$ cat config.mk
export PLATFORM = sky130hd
export DESIGN_NAME = fb_write_scheduler_flat
export DESIGN_NICKNAME = d
export VERILOG_FILES = /design/src/rtl/fb_write_scheduler_pkg.sv /design/src/rtl/fb_write_scheduler_if.sv /design/src/rtl/fb_write_scheduler_brush_scan.sv /design/src/rtl/fb_write_scheduler.sv /design/src/flat_wrapper.sv
export SDC_FILE = /design/constraint.sdc
export NUM_CORES = 1
export LEC_CHECK = 0
export ABC_CLOCK_PERIOD_IN_PS = 7910
export CORE_ASPECT_RATIO = 1.75
export CORE_MARGIN = 2
export CORE_UTILIZATION = 30
export CTS_CLUSTER_SIZE = 12
export DETAILED_ROUTE_END_ITERATION = 8
export HOLD_SLACK_MARGIN = 0.15
export PLACE_DENSITY = 0.49
export SETUP_SLACK_MARGIN = 0.3
export SKIP_CTS_REPAIR_TIMING = 1
export SLEW_MARGIN = 5
export SYNTH_ARGS = -nofsm -noshare
export SYNTH_HDL_FRONTEND = slang
export SYNTH_HIERARCHICAL = 1
export SYNTH_SLANG_ARGS = --single-unit
$ cat constraint.sdc
create_clock -name Clk -period 7.91 [get_ports Clk]
set_input_delay 2.373 -clock Clk [delete_from_list [all_inputs] [get_ports Clk]]
set_output_delay 2.373 -clock Clk [all_outputs]
set_load 0.005 [all_outputs]
$ cat src/rtl/fb_write_scheduler_pkg.sv
// fb_pkg: screen geometry, address width, colour and FSM state types
// shared by the frame-buffer write scheduler and its testbench.
package fb_pkg;

   localparam int H_RES    = 800;
   localparam int V_RES    = 525;
   localparam int FB_DEPTH = H_RES * V_RES;
   localparam int ADDR_W   = 21;

   typedef logic [1:0] color_t;

   typedef enum logic [1:0] {
      IDLE,
      STAMP,
      CLEAR
   } fbw_state_t;

endpackage

$ cat src/rtl/fb_write_scheduler_if.sv
// fb_write_scheduler_if: brush request handshake, clear request/busy and
// frame-buffer write strobe. master = requester side, slave = scheduler.
interface fb_write_scheduler_if;
   import fb_pkg::*;

   logic              clear_req;
   logic              clear_busy;
   logic              dot_valid;
   logic              dot_ready;
   logic [9:0]        dot_x;
   logic [9:0]        dot_y;
   color_t            dot_color;
   logic              wr_en;
   logic [ADDR_W-1:0] wr_addr;
   color_t            wr_data;

   modport master (
      output clear_req, dot_valid, dot_x, dot_y, dot_color,
      input  clear_busy, dot_ready, wr_en, wr_addr, wr_data
   );

   modport slave (
      input  clear_req, dot_valid, dot_x, dot_y, dot_color,
      output clear_busy, dot_ready, wr_en, wr_addr, wr_data
   );

endinterface

$ cat src/rtl/fb_write_scheduler_brush_scan.sv
// brush_scan: walks dy=-R..R (outer), dx=-R..R (inner), one offset per cycle.
// Ports: start/cx/cy in; offset_valid, in_bounds, px, py, row_last, last out.
module brush_scan #(
   parameter int H_RES = 800,
   parameter int V_RES = 525,
   parameter int BRUSH = 3
) (
   input  logic               Clk,
   input  logic               Reset_n,
   input  logic               start,
   input  logic [9:0]         cx,
   input  logic [9:0]         cy,
   output logic               offset_valid,
   output logic               in_bounds,
   output logic signed [10:0] px,
   output logic signed [10:0] py,
   output logic               row_last,
   output logic               last
);

   localparam logic signed [10:0] RAD  = 11'((BRUSH - 1) / 2);
   localparam logic signed [10:0] HLIM = 11'(H_RES);
   localparam logic signed [10:0] VLIM = 11'(V_RES);

   logic               active;
   logic signed [10:0] dx;
   logic signed [10:0] dy;
   logic [9:0]         cx_q;
   logic [9:0]         cy_q;

   always_ff @(posedge Clk or negedge Reset_n) begin
      if (!Reset_n) begin
         active <= 1'b0;
         dx     <= '0;
         dy     <= '0;
         cx_q   <= '0;
         cy_q   <= '0;
      end else if (start) begin
         active <= 1'b1;
         dx     <= -RAD;
         dy     <= -RAD;
         cx_q   <= cx;
         cy_q   <= cy;
      end else if (active) begin
         if (row_last) begin
            dx <= -RAD;
            if (last) active <= 1'b0;
            else      dy     <= dy + 11'sd1;
         end else begin
            dx <= dx + 11'sd1;
         end
      end
   end

   // 11-bit signed so a centre at 0 yields -R instead of wrapping
   assign px           = $signed({1'b0, cx_q}) + dx;
   assign py           = $signed({1'b0, cy_q}) + dy;
   assign offset_valid = active;
   assign row_last     = active && (dx == RAD);
   assign last         = row_last && (dy == RAD);
   assign in_bounds    = (px >= 11'sd0) && (px < HLIM) &&
                         (py >= 11'sd0) && (py < VLIM);

endmodule

$ cat src/rtl/fb_write_scheduler.sv
// fb_write_scheduler: arbitrates the frame-buffer write port between brush
// stamps and full-screen clears. Ports: Clk, Reset_n, bus (slave modport).
module fb_write_scheduler #(
   parameter int H_RES          = fb_pkg::H_RES,
   parameter int V_RES          = fb_pkg::V_RES,
   parameter int BRUSH          = 3,
   parameter int CLEAR_ON_RESET = 1
) (
   input  logic                 Clk,
   input  logic                 Reset_n,
   fb_write_scheduler_if.slave  bus
);
   import fb_pkg::*;

   localparam int AW1 = ADDR_W + 1;
   localparam int R   = (BRUSH - 1) / 2;

   localparam logic signed [ADDR_W:0] HSTEP    = AW1'(H_RES);
   localparam logic signed [ADDR_W:0] RBIAS    = AW1'(R * H_RES);
   localparam logic signed [ADDR_W:0] LAST_ROW = AW1'((V_RES - 1) * H_RES);
   localparam logic [9:0]             LAST_COL = 10'(H_RES - 1);

   fbw_state_t state;
   fbw_state_t state_nxt;

   logic                     clear_pend;
   logic signed [ADDR_W:0]   row_base;
   logic [9:0]               col;
   color_t                   color;
   logic                     accept;
   logic                     go_clear;
   logic                     clr_last;

   logic                     scan_valid;
   logic                     scan_inb;
   logic                     scan_row_last;
   logic                     scan_last;
   logic signed [10:0]       scan_px;
   logic signed [10:0]       scan_py;
   logic                     unused_py;

   logic                     wr_en_d;
   logic [ADDR_W-1:0]        wr_addr_d;
   color_t                   wr_data_d;
   logic                     wr_en_q;
   logic [ADDR_W-1:0]        wr_addr_q;
   color_t                   wr_data_q;

   logic signed [ADDR_W:0]   y_ext;
   logic signed [ADDR_W:0]   px_ext;

   assign accept   = (state == IDLE) && !clear_pend && bus.dot_valid;
   assign go_clear = (state == IDLE) && clear_pend;
   assign clr_last = (col == LAST_COL) && (row_base == LAST_ROW);

   assign bus.dot_ready  = (state == IDLE) && !clear_pend;
   assign bus.clear_busy = clear_pend || (state == CLEAR);
   assign bus.wr_en      = wr_en_q;
   assign bus.wr_addr    = wr_addr_q;
   assign bus.wr_data    = wr_data_q;

   assign y_ext     = AW1'($signed({1'b0, bus.dot_y}));
   assign px_ext    = AW1'(scan_px);
   assign unused_py = ^scan_py;

   brush_scan #(
      .H_RES (H_RES),
      .V_RES (V_RES),
      .BRUSH (BRUSH)
   ) u_scan (
      .Clk          (Clk),
      .Reset_n      (Reset_n),
      .start        (accept),
      .cx           (bus.dot_x),
      .cy           (bus.dot_y),
      .offset_valid (scan_valid),
      .in_bounds    (scan_inb),
      .px           (scan_px),
      .py           (scan_py),
      .row_last     (scan_row_last),
      .last         (scan_last)
   );

   always_ff @(posedge Clk or negedge Reset_n) begin
      if (!Reset_n) state <= IDLE;
      else          state <= state_nxt;
   end

   always_comb begin
      state_nxt = state;
      case (state)
         IDLE: begin
            if (go_clear)    state_nxt = CLEAR;
            else if (accept) state_nxt = STAMP;
         end
         STAMP:   if (scan_last) state_nxt = IDLE;
         CLEAR:   if (clr_last)  state_nxt = IDLE;
         default: state_nxt = IDLE;
      endcase
   end

   // Address and data hold their last value on idle slots
   always_comb begin
      wr_en_d   = 1'b0;
      wr_addr_d = wr_addr_q;
      wr_data_d = wr_data_q;
      unique case (1'b1)
         (state == STAMP) && scan_valid && scan_inb: begin
            wr_en_d   = 1'b1;
            wr_addr_d = ADDR_W'(row_base + px_ext);
            wr_data_d = color;
         end
         (state == CLEAR): begin
            wr_en_d   = 1'b1;
            wr_addr_d = ADDR_W'(row_base + AW1'(col));
            wr_data_d = 2'b00;
         end
         default: ;
      endcase
   end

   // row_base is shared: stamp rows (may start negative) or clear rows
   always_ff @(posedge Clk or negedge Reset_n) begin
      if (!Reset_n) begin
         clear_pend <= (CLEAR_ON_RESET != 0);
         row_base   <= '0;
         col        <= '0;
         color      <= '0;
         wr_en_q    <= 1'b0;
         wr_addr_q  <= '0;
         wr_data_q  <= '0;
      end else begin
         wr_en_q   <= wr_en_d;
         wr_addr_q <= wr_addr_d;
         wr_data_q <= wr_data_d;
         if (go_clear)
            clear_pend <= 1'b0;
         else if (bus.clear_req && (state != CLEAR))
            clear_pend <= 1'b1;
         unique case (1'b1)
            accept: begin
               row_base <= y_ext * HSTEP - RBIAS;
               color    <= bus.dot_color;
            end
            go_clear: begin
               row_base <= '0;
               col      <= '0;
            end
            (state == STAMP) && scan_row_last:
               row_base <= row_base + HSTEP;
            (state == CLEAR): begin
               if (col == LAST_COL) begin
                  col      <= '0;
                  row_base <= row_base + HSTEP;
               end else begin
                  col <= col + 10'd1;
               end
            end
            default: ;
         endcase
      end
   end

endmodule

$ cat src/flat_wrapper.sv
// flat-port wrapper written by rule: the top's interface ports become plain ports
module fb_write_scheduler_flat import fb_pkg::*;
#(
   parameter int H_RES          = fb_pkg::H_RES,
   parameter int V_RES          = fb_pkg::V_RES,
   parameter int BRUSH          = 3,
   parameter int CLEAR_ON_RESET = 1
)
  (Clk, Reset_n, bus_clear_req, bus_dot_valid, bus_dot_x, bus_dot_y, bus_dot_color, bus_clear_busy, bus_dot_ready, bus_wr_en, bus_wr_addr, bus_wr_data);
  fb_write_scheduler_if bus_i ();
  input  logic Clk;
  input  logic Reset_n;
  input wire logic [$bits(bus_i.clear_req)-1:0] bus_clear_req;
  input wire logic [$bits(bus_i.dot_valid)-1:0] bus_dot_valid;
  input wire logic [$bits(bus_i.dot_x)-1:0] bus_dot_x;
  input wire logic [$bits(bus_i.dot_y)-1:0] bus_dot_y;
  input wire logic [$bits(bus_i.dot_color)-1:0] bus_dot_color;
  output wire logic [$bits(bus_i.clear_busy)-1:0] bus_clear_busy;
  output wire logic [$bits(bus_i.dot_ready)-1:0] bus_dot_ready;
  output wire logic [$bits(bus_i.wr_en)-1:0] bus_wr_en;
  output wire logic [$bits(bus_i.wr_addr)-1:0] bus_wr_addr;
  output wire logic [$bits(bus_i.wr_data)-1:0] bus_wr_data;
  assign bus_i.clear_req = bus_clear_req;
  assign bus_i.dot_valid = bus_dot_valid;
  assign bus_i.dot_x = bus_dot_x;
  assign bus_i.dot_y = bus_dot_y;
  assign bus_i.dot_color = bus_dot_color;
  assign bus_clear_busy = bus_i.clear_busy;
  assign bus_dot_ready = bus_i.dot_ready;
  assign bus_wr_en = bus_i.wr_en;
  assign bus_wr_addr = bus_i.wr_addr;
  assign bus_wr_data = bus_i.wr_data;
  fb_write_scheduler #(.H_RES(H_RES), .V_RES(V_RES), .BRUSH(BRUSH), .CLEAR_ON_RESET(CLEAR_ON_RESET)) u_core (.Clk(Clk), .Reset_n(Reset_n), .bus(bus_i));
endmodule
==> results of run 1 <==
## logic make-up after synthesis
logic type | count (synthesis)
AO/OA/AOI/OAI | 238
XOR/XNOR | 72
adder cells (fa/ha/maj) | 93
buffers and inverters | 71
flip-flops | 99
multiplexers | 25
AND/OR/NAND/NOR | 263
## through the flow
stage / total power [mW] / hold slack [ns] / instances / setup WS (ns) / util
finish: 4.487 / 0.4672 / 1230 / 2.153 / 0.3495
global route: 4.938 / 0.5285 / 1230 / 1.909 / 0.3495
CTS: 4.535 / 0.4772 / 1230 / 2.145 / 0.3495
detailed placement: 4.028 / 0.4596 / 1214 / 1.742 / 0.3378
global placement: 4.017 / 0.4551 / 1214 / 1.773 / 0.3378
floorplan: 3.241 / 0.4348 / 861 / 2.515 / -
## registers in the layout, indices dropped and copies added (netlist names)
register and flops:
u_core/clear_pend 1, u_core/bus.wr_en 1, u_core/u_scan/offset_valid 1, u_core/bus.wr_addr 21, u_core/u_scan/cx_q 10, u_core/bus.wr_data 2, u_core/state 2, u_core/u_scan/cy_q 10
u_core/col 10, u_core/color 2, u_core/u_scan/dy 11, u_core/u_scan/dx 11, u_core/row_base 17
## worst min-delay path: stages (launching register included)
cell	delay, ns
sky130_fd_sc_hd__dfrtp_1	0.34
sky130_fd_sc_hd__nand2_1	0.05
sky130_fd_sc_hd__nand2_1	0.05
## routing by layer
| metal | up-vias | part of all wire | GRT usage | routed length (um) |
|---|---|---|---|---|
| met1 | 3086 | 0.43 | 0.1783 | 8754 |
| met3 | 17 | 0.022 | 0.02846 | 449 |
| met2 | 72 | 0.53 | 0.2769 | 10690 |
| li1 | 3233 | - | - | - |
| met4 | 0 | 0.016 | 0.04615 | 326 |
| met5 | - | 0 | 0 | 0 |
## how the worst min path moves through the flow
stage	startpoint	endpoint	slack (ns)
after global routing	u_core/color[0]	u_core/bus.wr_data[0]	0.53
after global placement	u_core/color[1]	u_core/bus.wr_data[1]	0.46
after detailed placement	u_core/color[1]	u_core/bus.wr_data[1]	0.46
final	u_core/color[1]	u_core/bus.wr_data[1]	0.47
after CTS	u_core/color[1]	u_core/bus.wr_data[1]	0.48
after floorplan	u_core/color[0]	u_core/bus.wr_data[0]	0.43
## report_power, final
part           switching (mW)  internal [mW]
logic                    1.64           1.38
registers               0.276          0.724
clock network           0.219          0.249
total                    2.14           2.35
## synth_stat cells, types with 4 or more instances
cell type and number:
sky130_fd_sc_hd__a22o_1 5, sky130_fd_sc_hd__nor4_1 8, sky130_fd_sc_hd__nor2b_1 11, sky130_fd_sc_hd__fa_1 9
sky130_fd_sc_hd__and4_1 4, sky130_fd_sc_hd__o21bai_1 5, sky130_fd_sc_hd__o21a_1 7, sky130_fd_sc_hd__clkbuf_1 22
sky130_fd_sc_hd__nor3_1 19, sky130_fd_sc_hd__o221ai_1 4, sky130_fd_sc_hd__mux2_2 23, sky130_fd_sc_hd__inv_1 44
sky130_fd_sc_hd__o21ai_0 63, sky130_fd_sc_hd__a31oi_1 17, sky130_fd_sc_hd__xor2_1 34, sky130_fd_sc_hd__nand2b_1 16
sky130_fd_sc_hd__o22ai_1 7, sky130_fd_sc_hd__nand4_1 5, sky130_fd_sc_hd__o211ai_1 4, sky130_fd_sc_hd__ha_1 84
sky130_fd_sc_hd__and3_1 17, sky130_fd_sc_hd__dfrtp_1 98, sky130_fd_sc_hd__a22oi_1 4, sky130_fd_sc_hd__a211oi_1 9
sky130_fd_sc_hd__xnor2_1 37, sky130_fd_sc_hd__buf_2 4, sky130_fd_sc_hd__nand3_1 27, sky130_fd_sc_hd__nor2_1 47
sky130_fd_sc_hd__a21oi_1 56, sky130_fd_sc_hd__nand2_1 73, sky130_fd_sc_hd__a21o_1 16, sky130_fd_sc_hd__or3b_1 4
sky130_fd_sc_hd__or3_1 5
## layout make-up
type,count,share of cell area
clock inverters,6,0.007921
repair buffers,60,0.06392
multi-input cells,691,0.5646
well taps,320,0.04447
clock buffers,10,0.02543
inverters,44,0.01834
flip-flops and latches,99,0.2753
==> implementation parameters, run 1 <==
Parameter                              Value

Outcome
  Run status ... finished, final reports clean

Global route
  Total Routing Usage GR ... 0.1516
  Pin count of the biggest net entering global routing ... 71
  Overflow left after global routing ... 0
  Antenna violations before repair ... 0
  Vias in the first global route ... 6,347
  Global-route wire length before repair ... 33,330 um

Critical path
  CP Capture Point ... u_core/row_base[18]
  Worst reg2reg path startpoint ... u_core/u_scan/dx[1]
  Critical path depth ... 13
  R2r worst-path depth ... 15
  Slowest library cell on the worst path ... sky130_fd_sc_hd__clkdlybuf4s50_1
  Critical Path AT ... 5.99 ns
  Critical Path Source ... bus_dot_y[2]
  Critical Path Sink Type ... register
  R2R Path End ... u_core/bus.wr_addr[17]
  Cell family contributing the most delay on the critical path ... adder cells
  Combined buffer and inverter count along the critical path ... 1
  Data required time of the worst path ... 8.14 ns
  R2R Setup Slk ... 3.52 ns
  Slowest cell delay on critical path ... 0.61 ns
  Critical Path, Cell by Cell ... clkdlybuf4s50_1, ha_1, ha_1, fa_1, ha_1, nor2b_4, o31a_1, or4b_1, nand3_1, nand2b_1, nor3_2, xnor2_1, o221ai_1
  Largest driver fanout on the critical path ... 6
  Crit path launch type ... primary input
  Worst setup path category ... primary input to register
  Most repeated library cell on the critical path ... sky130_fd_sc_hd__ha_1

Clock network
  TritonCTS Buffers ... 9
  Clock tree buffer depth ... 2
  TritonCTS clock tree ... done
  Num Clock Sinks ... 99
  Clock-pin slew on the worst setup and hold paths ... 0.07 ns
  CTS Root Cell ... sky130_fd_sc_hd__clkbuf_16
  Number of H-tree levels ... 3
  Clock latency at the later pin of the worst-skew pair ... 0.38 ns

Routing
  DRC violation count after routing ... 0
  Starting DRC count in detailed routing ... 280
  Routed wire length ... 20,220 um
  Vias ... 6,408
  Number of search-and-repair iterations in the first detailed-routing pass ... 4
  Wire length per cell after detailed routing ... 16.44 um
  Post-DRT Antenna Nets ... 0
  Vias per std cell ... 5.210

Die
  Top-Level Pins ... 52
  Die Wd ... 126.1 um
  Initial core utilization ... 0.3039
  Core area ... 25,760 sq um
  Number of standard-cell rows in the floorplan ... 78
  Die footprint ... 27,460 sq um
  Height of the die ... 217.7 um

Run
  Max Cap Violations ... 0

Yosys
  Largest family of logic cells by synthesized area ... compound AO/OA/AOI/OAI gates
  Largest cells by area after synthesis ... sky130_fd_sc_hd__dfrtp_1, sky130_fd_sc_hd__ha_1, sky130_fd_sc_hd__xnor2_1
  Synthesized cell area ... 7830 sq um
  Flip-flop and latch count after synthesis ... 99
  Cell taking the most area after synthesis ... sky130_fd_sc_hd__dfrtp_1
  Number of warnings issued by yosys ... 6
  Unique cell type count in the Yosys netlist ... 83
  Async set-or-reset flop fraction in the synthesized netlist ... 1.000
  Commonest register cell after synthesis ... sky130_fd_sc_hd__dfrtp_1
  Cell count after synthesis ... 861
  Mapped Avg Cell Area ... 9.094 sq um
  Fraction of the mapped netlist area in compound gates ... 0.1978
  Multiplexer share of the synthesized area ... 0.03563
  Number of enable flip-flop cells after synthesis ... 0
  Post-synthesis share of cell area spent on xor and xnor gates ... 0.08150
  Sequential area share after synthesis ... 0.3166
  Synthesized-area fraction occupied by adder cells ... 0.1572
  Area share of and/or/nand/nor cells after synthesis ... 0.1766
  Portion of synthesized cell area occupied by the leading cell type ... 0.3132
  Synthesized netlist net count ... 980

Final layout
  Number of filler cells placed in the layout ... 2,690
  Area grow syn2layout ... 14.99%
  Area occupied by multi-input gates ... 5084 sq um
  Final instance area ... 9004 sq um
  Register area ... 2479 sq um
  Ratio of cells with drive above 1 in the final layout ... 0.07802
  Highest-count cells in the layout ignoring fill and taps ... sky130_fd_sc_hd__dfrtp_1, sky130_fd_sc_hd__ha_1, sky130_fd_sc_hd__nand2_1, sky130_fd_sc_hd__o21ai_0, sky130_fd_sc_hd__a21oi_1
  Diodes inserted ... 0
  Most common cell after layout, fill and taps aside ... sky130_fd_sc_hd__dfrtp_1
  Total number of nets in the final design ... 1,024

STA
  Post-Route Skew ... 0.01183 ns
  Period utilization ... 0.7278
  Slew at the pin closest to its max-slew limit ... 1.025 ns
  Fmax achieved ... 173.7 MHz
  # setup viols final ... 0
  Setup repair after global routing missed its margin ... false
  Number of failing hold endpoints at the final stage ... 0
  Sum of negative setup slack ... 0 ns
  Slew HR ... 0.3154
  Clock period minus final worst setup slack ... 5.757 ns
  Max Transition Viols Final ... 0

Place
  Number of port buffers ... 51
  Final GP Congestion ... 0.8167
  Dpl hpwl ... 15,420 um
  Cell Area, Placed ... 8703 sq um

Pwr
  Power density over the cells ... 498.3 nW/um^2
  Worst vdd rail ir drop ... 0.1730 mV
  Leakage ... 3.842 nW

Worst hold path
  WHS Path Cells ... 2
  Worst min-delay path category ... register to register
Note: power is estimated with default switching activity, not from simulation.
==> run 2, diff against run 1 <==
--- a/config.mk
+++ b/config.mk
@@ -5,7 +5,7 @@
 export SDC_FILE = /design/constraint.sdc
 export NUM_CORES = 1
 export LEC_CHECK = 0
-export ABC_CLOCK_PERIOD_IN_PS = 7910
+export ABC_CLOCK_PERIOD_IN_PS = 5700
 export CORE_ASPECT_RATIO = 1.75
 export CORE_MARGIN = 2
 export CORE_UTILIZATION = 30
==> constraint.sdc (replaced) <==
create_clock -name Clk -period 5.7 [get_ports Clk]
set_input_delay 1.71 -clock Clk [delete_from_list [all_inputs] [get_ports Clk]]
set_output_delay 1.71 -clock Clk [all_outputs]
set_load 0.005 [all_outputs]
==> run 2 against run 1 <==
  * Register-to-register slack lost 2.4 ns
  * Routed wire length grew 0.25%
  * Design area grew 0.33%
  * Clock power grew 48%
  * Worst hold slack gained 0.012 ns
  * Die area is the same
  * Global-route usage grew 0.26 points
  * Largest cell class unchanged
  * Largest power group unchanged
==> implementation parameters, run 2 (synthesis gave the netlist of run 1 again) <==
Parameter                              Value

Die
  Number of standard-cell rows in the floorplan ... 78 (unchanged)
  Die footprint ... 27,460 sq um (unchanged)
  Die Wd ... 126.1 um (unchanged)
  Top-Level Pins ... 52 (unchanged)
  Initial core utilization ... 0.3039 (unchanged)
  Core area ... 25,760 sq um (unchanged)
  Height of the die ... 217.7 um (unchanged)

Critical path
  R2R Path End ... u_core/bus.wr_addr[16] (was u_core/bus.wr_addr[17])
  Largest driver fanout on the critical path ... 5 (was 6)
  Worst setup path category ... primary input to register (unchanged)
  Critical Path Sink Type ... register (unchanged)
  R2r worst-path depth ... 18 (was 15)
  R2R Setup Slk ... 1.16 ns (was 3.52 ns)
  Crit path launch type ... primary input (unchanged)
  Critical Path AT ... 5.35 ns (was 5.99 ns)
  Worst reg2reg path startpoint ... u_core/u_scan/dx[0] (was u_core/u_scan/dx[1])
  Data required time of the worst path ... 5.95 ns (was 8.14 ns)

STA
  Sum of negative setup slack ... 0 ns (unchanged)
  Max Transition Viols Final ... 0 (unchanged)
  Worst hold-check slack ... 0.4795 ns (was 0.4672 ns)
  Period utilization ... 0.8963
  Number of failing hold endpoints at the final stage ... 0 (unchanged)
  # setup viols final ... 0 (unchanged)
  Post-Route Skew ... 0.01665 ns (was 0.01183 ns)
  Slew HR ... 0.3012 (was 0.3154)
  Setup repair after global routing missed its margin ... false (unchanged)
  Fmax achieved ... 195.7 MHz
  Slew at the pin closest to its max-slew limit ... 1.046 ns (was 1.025 ns)
  Clock period minus final worst setup slack ... 5.109 ns

Global route
  Total Routing Usage GR ... 0.1542 (was 0.1516)
  Overflow left after global routing ... 0 (unchanged)
  Vias in the first global route ... 6,417 (was 6,347)
  Global-route wire length before repair ... 33,710 um (was 33,330 um)
  Antenna violations before repair ... 0 (unchanged)
  Pin count of the biggest net entering global routing ... 69 (was 71)

Final layout
  Diodes inserted ... 0 (unchanged)
  Ratio of cells with drive above 1 in the final layout ... 0.07903 (was 0.07802)
  Total number of nets in the final design ... 1,025 (was 1,024)
  Area grow syn2layout ... 15.37% (was 14.99%)
  Most common cell after layout, fill and taps aside ... sky130_fd_sc_hd__dfrtp_1 (unchanged)
  Max reg flops ... 21 (unchanged)
  Number of filler cells placed in the layout ... 2,697 (was 2,690)
  Highest-count cells in the layout ignoring fill and taps ... sky130_fd_sc_hd__dfrtp_1, sky130_fd_sc_hd__ha_1, sky130_fd_sc_hd__nand2_1, sky130_fd_sc_hd__o21ai_0, sky130_fd_sc_hd__a21oi_1 (unchanged)

Clock network
  Clock tree buffer depth ... 2 (unchanged)
  Number of H-tree levels ... 3 (unchanged)
  Clock latency at the later pin of the worst-skew pair ... 0.38 ns (about the same)
  CTS Root Cell ... sky130_fd_sc_hd__clkbuf_16 (unchanged)
  TritonCTS clock tree ... done (unchanged)
  Num Clock Sinks ... 99 (unchanged)
  TritonCTS Buffers ... 9 (unchanged)
  Clock-pin slew on the worst setup and hold paths ... 0.07 ns (about the same)

Pwr
  Total power consumption of the routed design ... 6.258 mW (was 4.487 mW)
  Power density over the cells ... 692.8 nW/um^2 (was 498.3 nW/um^2)
  Worst vdd rail ir drop ... 0.2761 mV (was 0.1730 mV)
  Leakage ... 3.862 nW (was 3.842 nW)

Worst hold path
  WHS Path Cells ... 2 (unchanged)
  Worst min-delay path category ... register to register (unchanged)
  Worst Min Path Start ... u_core/color[0] (was u_core/color[1])
  End of the worst hold path ... u_core/bus.wr_data[0] (was u_core/bus.wr_data[1])

Place
  Final GP Congestion ... 0.8435 (was 0.8167)
  Dpl hpwl ... 15,600 um (was 15,420 um)
  Number of port buffers ... 51 (unchanged)

Outcome
  Run status ... finished, final reports clean (unchanged)

Routing
  Vias ... 6,401 (was 6,408)
  DRC violation count after routing ... 0 (unchanged)
  Starting DRC count in detailed routing ... 272 (was 280)
  Routed wire length ... 20,270 um (was 20,220 um)
  Vias per std cell ... 5.200 (was 5.210)
  Post-DRT Antenna Nets ... 0 (unchanged)
  Wire length per cell after detailed routing ... 16.46 um (was 16.44 um)
  Number of search-and-repair iterations in the first detailed-routing pass ... 4 (unchanged)

Run
  Max Cap Violations ... 0 (unchanged)
run 2: how the worst max path moves through the flow:
stage | start | end | slack, ns | cells after the start
final | bus_dot_y[4] | u_core/row_base[19] | 0.59 | 15
after global routing | bus_dot_y[3] | u_core/row_base[19] | 0.39 | 15
after CTS | bus_dot_y[4] | u_core/row_base[19] | 0.60 | 15
after detailed placement | bus_dot_y[4] | u_core/row_base[19] | 0.20 | 15
after global placement | bus_dot_y[4] | u_core/row_base[19] | 0.23 | 15
after floorplan | bus_dot_y[3] | u_core/row_base[19] | 0.97 | 14
run 2: area by class of cell:
class	count	area (sq um)	area share
clock inverters	6	93.84	0.01039
clock buffers	10	229.0	0.02535
well taps	320	400.4	0.04432
inverters	44	165.2	0.01828
repair buffers	61	583.1	0.06454
flip-flops and latches	99	2479	0.2744
multi-input cells	691	5084	0.5627
run 2: critical path, stage by stage:
cell and delay [ns]:
sky130_fd_sc_hd__clkdlybuf4s50_1 0.56, sky130_fd_sc_hd__ha_1 0.27, sky130_fd_sc_hd__ha_1 0.29, sky130_fd_sc_hd__inv_1 0.05
sky130_fd_sc_hd__fa_1 0.49, sky130_fd_sc_hd__inv_1 0.04, sky130_fd_sc_hd__ha_1 0.34, sky130_fd_sc_hd__a21o_1 0.23
sky130_fd_sc_hd__a221oi_4 0.36, sky130_fd_sc_hd__a21oi_2 0.11, sky130_fd_sc_hd__xnor2_2 0.17, sky130_fd_sc_hd__nand2b_1 0.12
sky130_fd_sc_hd__nor4_1 0.34, sky130_fd_sc_hd__xor2_1 0.18, sky130_fd_sc_hd__o21ai_1 0.07
run 2: where the power goes:
group	total, mW	internal (mW)	switching, mW	leakage, nW
registers	1.39	1.00	0.387	1.17
logic	4.17	1.91	2.26	2.53
clock network	0.693	0.391	0.303	0.159
run 2: metal layers:
| layer | GRT usage | part of all wire | vias to the layer above |
|---|---|---|---|
| met5 | 0 | 0 | - |
| met3 | 0.01816 | 0.016 | 20 |
| met1 | 0.1784 | 0.43 | 3098 |
| met4 | 0.06190 | 0.021 | 0 |
| met2 | 0.2857 | 0.54 | 60 |
| li1 | - | - | 3223 |
run 2: through the flow:
step           instance area, sq um  utilization  instances  setup WS [ns]
2_1_floorplan                  7830            -        861         0.9683
3_3_place_gp                   8711       0.3381       1215         0.2286
3_5_place_dp                   8711       0.3381       1215         0.1986
4_1_cts                        9034       0.3506       1231         0.5954
5_1_grt                        9034       0.3506       1231         0.3855
6_report                       9034       0.3506       1231         0.5908
